<file path="src/rtl/sprite_sched.sv">
// Sprite scheduler: walks the sprite table once per frame and hands each eligible entry to the renderer.
// Define SPRITE_SCHED_CLIP_EN to skip sprites that would extend past the screen edge.
module sprite_sched #(
  parameter int NSPR       = 8,
  parameter int CORDW      = 10,
  parameter int H_RES      = 800,
  parameter int V_RES      = 480,
  parameter int SPR_WIDTH  = 8,
  parameter int SPR_HEIGHT = 8
) (
  input  logic                    clk,
  input  logic                    rst,
  input  logic                    frame_start,
  input  logic                    wr_en,
  input  logic [$clog2(NSPR)-1:0] wr_idx,
  input  logic [CORDW-1:0]        wr_x,
  input  logic [CORDW-1:0]        wr_y,
  input  logic                    wr_valid,
  output logic                    spr_start,
  output logic [CORDW-1:0]        spr_x,
  output logic [CORDW-1:0]        spr_y,
  input  logic                    spr_done,
  output logic                    busy,
  output logic                    frame_done,
  output logic [$clog2(NSPR):0]   drawn_cnt,
  output logic                    overrun
);

  localparam int IW   = $clog2(NSPR);
  localparam int CNTW = IW + 1;
  localparam int CW1  = CORDW + 1;

`ifdef SPRITE_SCHED_CLIP_EN
  localparam bit CLIP_EN = 1'b1;
`else
  localparam bit CLIP_EN = 1'b0;
`endif

  localparam logic [CORDW:0] SW = CW1'(SPR_WIDTH);
  localparam logic [CORDW:0] SH = CW1'(SPR_HEIGHT);
  localparam logic [CORDW:0] HR = CW1'(H_RES);
  localparam logic [CORDW:0] VR = CW1'(V_RES);

  typedef enum logic [2:0] {
    S_IDLE,
    S_SCAN,
    S_LAUNCH,
    S_WAIT,
    S_DONE
  } state_t;

  state_t            state_q, state_d;
  logic [IW-1:0]     idx_q, idx_d;
  logic [CNTW-1:0]   cnt_q, cnt_d;
  logic [CNTW-1:0]   drawn_q, drawn_d;
  logic [CORDW-1:0]  sx_q, sx_d;
  logic [CORDW-1:0]  sy_q, sy_d;
  logic              overrun_q, overrun_d;

  logic [NSPR-1:0]   valid_q;
  logic [CORDW-1:0]  tx_q [NSPR];
  logic [CORDW-1:0]  ty_q [NSPR];

  logic [CORDW-1:0]  cur_x, cur_y;
  logic [CORDW:0]    x_end, y_end;
  logic              elig, last;

  // Writes land at the clock edge, so a same-cycle SCAN read still sees the old entry.
  always_ff @(posedge clk or posedge rst) begin
    if (rst) begin
      valid_q <= '0;
    end else if (wr_en) begin
      valid_q[wr_idx] <= wr_valid;
    end
  end

  always_ff @(posedge clk) begin
    if (wr_en) begin
      tx_q[wr_idx] <= wr_x;
      ty_q[wr_idx] <= wr_y;
    end
  end

  assign cur_x = tx_q[idx_q];
  assign cur_y = ty_q[idx_q];
  // One extra bit keeps x+width from wrapping near the top of the coordinate range.
  assign x_end = {1'b0, cur_x} + SW;
  assign y_end = {1'b0, cur_y} + SH;
  assign elig  = valid_q[idx_q] && (!CLIP_EN || ((x_end <= HR) && (y_end <= VR)));
  assign last  = (idx_q == IW'(NSPR - 1));

  always_comb begin
    state_d   = state_q;
    idx_d     = idx_q;
    cnt_d     = cnt_q;
    drawn_d   = drawn_q;
    sx_d      = sx_q;
    sy_d      = sy_q;
    overrun_d = overrun_q | (frame_start && (state_q != S_IDLE));

    case (state_q)
      S_IDLE: begin
        if (frame_start) begin
          state_d = S_SCAN;
          idx_d   = '0;
          cnt_d   = '0;
        end
      end
      S_SCAN: begin
        if (elig) begin
          state_d = S_LAUNCH;
          sx_d    = cur_x;
          sy_d    = cur_y;
        end else if (last) begin
          state_d = S_DONE;
        end else begin
          idx_d = idx_q + IW'(1);
        end
      end
      S_LAUNCH: begin
        cnt_d   = cnt_q + CNTW'(1);
        state_d = S_WAIT;
      end
      S_WAIT: begin
        if (spr_done) begin
          if (last) begin
            state_d = S_DONE;
          end else begin
            state_d = S_SCAN;
            idx_d   = idx_q + IW'(1);
          end
        end
      end
      S_DONE: begin
        drawn_d = cnt_q;
        state_d = S_IDLE;
      end
      default: state_d = S_IDLE;
    endcase
  end

  always_ff @(posedge clk or posedge rst) begin
    if (rst) begin
      state_q   <= S_IDLE;
      idx_q     <= '0;
      cnt_q     <= '0;
      drawn_q   <= '0;
      sx_q      <= '0;
      sy_q      <= '0;
      overrun_q <= 1'b0;
    end else begin
      state_q   <= state_d;
      idx_q     <= idx_d;
      cnt_q     <= cnt_d;
      drawn_q   <= drawn_d;
      sx_q      <= sx_d;
      sy_q      <= sy_d;
      overrun_q <= overrun_d;
    end
  end

  assign spr_start  = (state_q == S_LAUNCH);
  assign frame_done = (state_q == S_DONE);
  assign busy       = (state_q != S_IDLE);
  assign spr_x      = sx_q;
  assign spr_y      = sy_q;
  assign drawn_cnt  = drawn_q;
  assign overrun    = overrun_q;

endmodule

</file>
<file path="config.mk">
export PLATFORM = sky130hd
export DESIGN_NAME = sprite_sched
export DESIGN_NICKNAME = d
export VERILOG_FILES = /design/src/rtl/sprite_sched.sv
export SDC_FILE = /design/constraint.sdc
export NUM_CORES = 1
export LEC_CHECK = 0
export CORE_MARGIN = 3
export CORE_UTILIZATION = 25
export CTS_CLUSTER_SIZE = 24
export DETAILED_ROUTE_END_ITERATION = 7
export MAX_ROUTING_LAYER = met4
export PLACE_DENSITY_LB_ADDON = 0.25
export SLEW_MARGIN = 20
export SYNTH_ARGS = -nofsm -noshare
export SYNTH_HDL_FRONTEND = slang
export SYNTH_SLANG_ARGS = --single-unit
export TNS_END_PERCENT = 20
</file>
<file path="constraint.sdc">
create_clock -name clk -period 2.4 [get_ports clk]
set_input_delay 0.36 -clock clk [delete_from_list [all_inputs] [get_ports clk]]
set_output_delay 0.36 -clock clk [all_outputs]
set_load 0.02 [all_outputs]
</file>
# [Yosys cells after proc, flatten, opt, wreduce, memory -nomap -nowiden]
# Memory sizes are Yosys's and may differ from the RTL's. A register that Yosys moved wholly into a read port is not among the register bits.
# Index checks and enable logic that the tools add are counted.
[word_totals] regBits=23 latchBits=0 ramBits=160 mem_bits_ro=0 inputBits=29 output_inout_bits=28 wordCells=53 n_memories=2
[memory_table] name="tx_q" depth=8 word_bits=10 rd=1 rd_ports_with_merged_regs=1 wr=1 line="61" source="logic [CORDW-1:0] tx_q [NSPR];"
[memory_table] name="ty_q" depth=8 word_bits=10 rd=1 rd_ports_with_merged_regs=1 wr=1 line="62" source="logic [CORDW-1:0] ty_q [NSPR];"
[classes] addsub=2 multipliers=0 n_div=0 n_lt_le_gt_ge=3 n_eq_ne=9 n_shift=0 mux=20 n_bitwise=1 n_reduce_logical=10
[op_table] cell="$mux 3" n=9
[op_table] cell="$pmux 3 s4" n=1
[op_table] cell="$pmux 3 s3" n=1
[op_table] cell="$bwmux 8" n=1
[op_table] cell="$lt 3x4->1 const B" n=2
[op_table] cell="$pmux 4 s2" n=1
[op_table] cell="$eq 3x2->1 const B" n=2
[op_table] cell="$eq 3x3->1 const B" n=2
[op_table] cell="$ne 2x2->1 const B" n=3
[op_table] cell="$reduce_bool 3->1" n=2
[op_table] cell="$add 4x1->4 const B" n=1
[op_table] cell="$mux 1" n=4
[op_table] cell="$mux 4" n=1
[op_table] cell="$reduce_and 2->1" n=2
[op_table] cell="$reduce_and 4->1" n=1
[op_table] cell="$add 3x1->3 const B" n=1
[op_table] cell="$bmux 1 s3" n=1
[op_table] cell="$demux 1 s3" n=1
[op_table] cell="$eq 3x1->1 const B" n=1
[op_table] cell="$ge 3x1->1 const B" n=1
[op_table] cell="$logic_not 3->1" n=1
[op_table] cell="$ne 3x3->1 const B" n=1
[op_table] cell="$reduce_and 3->1" n=1
[op_table] cell="$logic_and 1x1->1" n=2
[op_table] cell="other kinds (2)" n=2

# [Depth between registers and ports, before layout]
[logic_depth] word_depth=5 depth_mapped=6 mapped_depth_nobuf=6

# [Worst setup path after synthesis]
# OpenSTA, ideal clock, no wires.
[synth_path] path_type="input-to-reg" from="input wr_idx[0]" to="register valid_q[0]" setup_ps=125 t_arrival_ps=2447 required_ps=2275 setup_slack_ps=-172 stages=3 n_path_buf=0 cell_sequence="nand2b_1 nor3_1 mux2_2"
[synth_via] elab_chain_len=5 elab_cells_between_ends=6
[synth_lines] element="from (decl)" line="15" source="input logic [$clog2(NSPR)-1:0] wr_idx,"
[synth_lines] element="$lt 3x4->1 (implied by the code) or $ge 3x1->1 (tied branches)" line="73" source="valid_q[wr_idx] <= wr_valid;"
[synth_lines] element="$logic_and 1x1->1 (implied by the code)" line="73"
[synth_lines] element="$mux 1 (implied by the code)" line="73"
[synth_lines] element="$demux 1 s3 (*)" line="73"
[synth_lines] element="$bwmux 8 (*)" line="73"
[synth_lines] element="to (signal, indexed assignment)" line="73"
[synth_lines] element="to (decl)" line="60" source="logic [NSPR-1:0] valid_q;"
# Mark *: on every way between the ends. The rest lies on a longest branch, timed or not.
# A chain may end at the register's enable or synchronous reset.

# [Final worst setup path]
[layout_path] from="register state_q[1]" to="output busy"
[layout_via] elab_chain_len=1
[layout_lines] element="from (decl)" line="52" source="state_t state_q, state_d;"
[layout_lines] element="from (signal assigned)" line="152" source="state_q <= state_d;"
[layout_lines] element="$reduce_bool 3->1" line="164" source="assign busy = (state_q != S_IDLE);"
[layout_lines] element="to (decl)" line="23" source="output logic busy,"
# No other way between the ends.

==> run summary <==
The run finished with clean final reports. After the first detailed-routing iteration, the DRC count stood at 243. The transition time at the pin with the least slew margin was 539 ps; the post-detailed-route via-to-cell ratio was 4.30. The signal on the critical path passes through buf_4 -> nor2_1 -> nand2_1 -> clkdlybuf4s50_1. The largest single stage delay on the critical path is 540 ps. The type of origin of the critical path is a register.

Compared with the post-synthesis result, the final layout area differs by 25.7%. The kind of cell with the highest combined delay along the critical path is buffers and inverters. The number of placement rows was 65; the number of hold violations in the final report was 0. For this run, design rule violations remaining after detail routing come to 0.

The die is 186 um wide. The effective utilization at floorplan was 25.5%; the routed length per placed instance was 18.8 um. The tools report the clock net sink count as 203.

Share of layout cells above drive strength 1: 35.6%. The number of nets in the layout is 510, and the total design power is 11.5 mW. The min-delay analysis places its worst path in the category in2async. Synthesis handed over a netlist of 387 instances. The most critical setup path has its startpoint at state_q[1]$_DFFE_PP0P_.

Based on the critical path, the design can be clocked at up to 460 MHz. The die is 186 um tall. Remaining global-route overflow: 0. In the synthesized netlist, mux cells make up 20.0% of the area. The post-synthesis area per instance is 20.8 sq um, and the number of fill cells is 2,973. The run gives 0 as the final count of pins violating max slew. Entering global routing, the biggest net connects 47 pins. The run gives 0 as the post-CTS repair timing setup buffer count. At the later pin of the worst-skew pair, clock insertion delay measures 510 ps. Summing the areas of all compound-gate instances in the mapped netlist gives 2.38% of the synthesized area. Type of the worst setup path: reg2out. The run gives 1 as the initial antenna violation count.

Including well taps, the total number of placed cells is 855. The tools report the number of optimization iterations in the first detailed-route pass as 5. The part of the Yosys area used for sequential elements came out at 73.0%. The die covers 34,400 sq um. Yosys printed 0 warnings. The run gives 38 as the number of distinct library cells after synthesis.

The tools report the level count of the clock H-tree as 1. After Yosys synthesis, XOR and XNOR cells account for 0% of the synthesized area. For the required arrival time at the worst endpoint, the log shows 2040 ps.

The number of buffers inserted for hold repair after clock tree synthesis was 0; the total leakage power was 3.50 nW. The logs give 419 for the synthesized netlist net count and 2070 sq um for the area of the multi-input gates. The power per cell area was 1130 nW/um^2. After synthesis the cells add up to 8060 sq um. The congestion estimate from routability-driven global placement came to 0.723. The wire length of the first global-routing pass was 26,100 um.

The fraction of the cycle the final worst path needs came out at 90.7%. The flop and latch count out of synthesis is 203, and the count of endpoints failing setup in the final report is 0. In this run the tightest slew margin relative to its limit is 64.0%.

The HPWL after detailed placement is 10,100 um, and the simple logic cell fraction of the synthesized area is 2.33%. For met2 alone, demand over resource in global routing was 16.8%. Counting both buffers and inverters, the worst setup path holds a total of 2. In the global route stage, met1 resource usage came out at 13.7%. The worst setup path is captured at a primary output.

After synthesis, the largest family of logic cells by area is multiplexers. The final layout contains routed wiring with a total length of 16,800 um. The final route contains 3,864 vias. Global routing consumed, on the met3 layer, 1.99% of the routing resources. After clock tree synthesis, the clock-pin slew on the worst setup and hold paths is 60 ps.

Data on the critical path arrives at its endpoint at 1820 ps. The clock tree skew after final layout was 20.6 ps; the worst supply voltage drop on vdd was 0.628 mV. Summing all flip-flop and latch instances after layout gives 5890 sq um. The tools report the startpoint of the lowest-slack register-to-register path as idx_q[0]$_DFFE_PP0P_. The total negative slack for setup checks is 0 ps, and the non-filler instance count after layout is 898.

The minimum clock period after layout was 2180 ps. The global-route layer with the greatest usage was met2. The via count of the first global-routing pass is 4,288. The clock root buffer was clkbuf_16. The clock passes through at most 3 buffers.

Setup repair after global routing left no endpoint under its margin. For this run, the total global-route usage over all layers was measured as 10.4%. The count of buffers inserted at the top-level ports is 56, and the max-capacitance violation count is 0. The slowest stage of the critical path belongs to the cell clkdlybuf4s50_1. The critical-path maximum fanout was 8; the post-synthesis adder-cell area fraction was 0.466%. The detail route stage leaves a number of antenna-violating nets equal to 0. The total area inside the core boundary comes to 31,600 sq um. Total I/O pin count: 57. TritonCTS built the clock tree.

TritonCTS created 23 clock buffers.
## final timing paths
check	end	slack [ps]	cells past startpoint
max	busy	220	4
min reg2reg	overrun$_DFF_PP0_	450	1
min	spr_x[8]$_DFFE_PP0P_	160	2
max reg2reg	spr_y[7]$_DFFE_PP0P_	250	6
min in group clk	overrun$_DFF_PP0_	450	1
max in group asynchronous	spr_x[6]$_DFFE_PP0P_	1630	3
## per-layer routing
metal / wire length, um / part of all wire (%) / vias to the layer above
met3: 646 / 3.8 / 18
met1: 7690 / 46 / 2027
met4: 258 / 1.5 / 0
met5: 0 / 0 / -
li1: - / - / 1752
met2: 8250 / 49 / 67
## registers in the layout, indices dropped and copies added, names as in the netlist
signal and cells:
drawn_cnt 4, cnt_q 4, spr_x 10, overrun 1, state_q 3, spr_y 10
idx_q 3, ty_q 80, valid_q 8, tx_q 80
## cell type report
cell class	count	share of cell area, %
inverter	7	0.259
antenna	1	0.0247
clock buffer	32	6.41
clock inverter	10	0.766
timing repair buffer	84	8.98
tap	402	4.97
multi-input combinational	159	20.5
sequential	203	58.1
## synthesized netlist by cell type
library cell,instances,share of area (%)
edfxtp_1,160,60
dfrtp_1,43,13
mux4_2,40,11
mux2_2,34,4.8
mux2_4,20,3.7
nor2_1,11,0.51
inv_1,7,0.33
buf_6,6,0.84
clkbuf_1,6,0.28
nand2_1,6,0.28
nor3_1,5,0.31
buf_1,4,0.19
nand2b_1,4,0.31
o21ai_0,4,0.25
ha_1,3,0.47
mux2i_1,3,0.37
nand3_1,3,0.19
a211oi_1,2,0.19
a21o_1,2,0.19
a22o_1,2,0.22
a311o_1,2,0.25
a32oi_1,2,0.22
nor2b_1,2,0.16
o21a_1,2,0.19
a21oi_1,1,0.062
a221oi_4,1,0.33
a2bb2oi_2,1,0.19
a311oi_1,1,0.11
and2_1,1,0.078
and2b_1,1,0.093
buf_2,1,0.062
buf_4,1,0.093
nand3_2,1,0.12
nand4_1,1,0.078
nor4_1,1,0.078
o2111ai_1,1,0.11
o211ai_1,1,0.093
or4b_2,1,0.12
## placed cells by master, fill, tap and decap left out, drive strengths merged
cell,count
a211oi,2
a21o,2
a21oi,1
a221oi,1
a22o,2
a2bb2oi,1
a311o,2
a311oi,1
a32oi,2
and2,1
and2b,1
buf,28
bufinv,1
clkbuf,32
clkdlybuf4s50,54
clkinv,8
dfrtp,43
diode,1
dlygate4sd2,1
dlymetal6s2s,1
edfxtp,160
ha,3
inv,8
mux2,54
mux2i,3
mux4,40
nand2,6
nand2b,4
nand3,4
nand4,1
nor2,11
nor2b,2
nor3,5
nor4,1
o2111ai,1
o211ai,1
o21a,2
o21ai,4
or4b,1
## cells by family after synthesis
logic type | count (synthesis)
multiplexers | 97
flip-flops | 203
AND/OR/NAND/NOR | 37
AO/OA/AOI/OAI | 22
buffers and inverters | 25
adder cells (fa/ha/maj) | 3
## through the flow
stage	worst slack (ps)	cell area (sq um)	hold WS, ps	utilization, %
after floorplan	385	8070	459	-
after global placement	302	9390	438	29.7
after detailed placement	248	9390	444	29.7
after CTS	11.2	10100	166	32.0
after global routing	71.2	10100	179	32.0
final	224	10100	161	32.0
## what timing repair did
item	CTS	global route
resized for setup	3	2
endpoints found under the hold margin	0	0
setup endpoints to repair	2	2
## report_power, final
| group | switching [mW] | internal, mW |
|---|---|---|
| logic | 1.60 | 2.04 |
| registers | 0.286 | 4.21 |
| clock network | 1.32 | 1.99 |
| total | 3.21 | 8.24 |
Note: power is estimated with default switching activity, not from simulation.
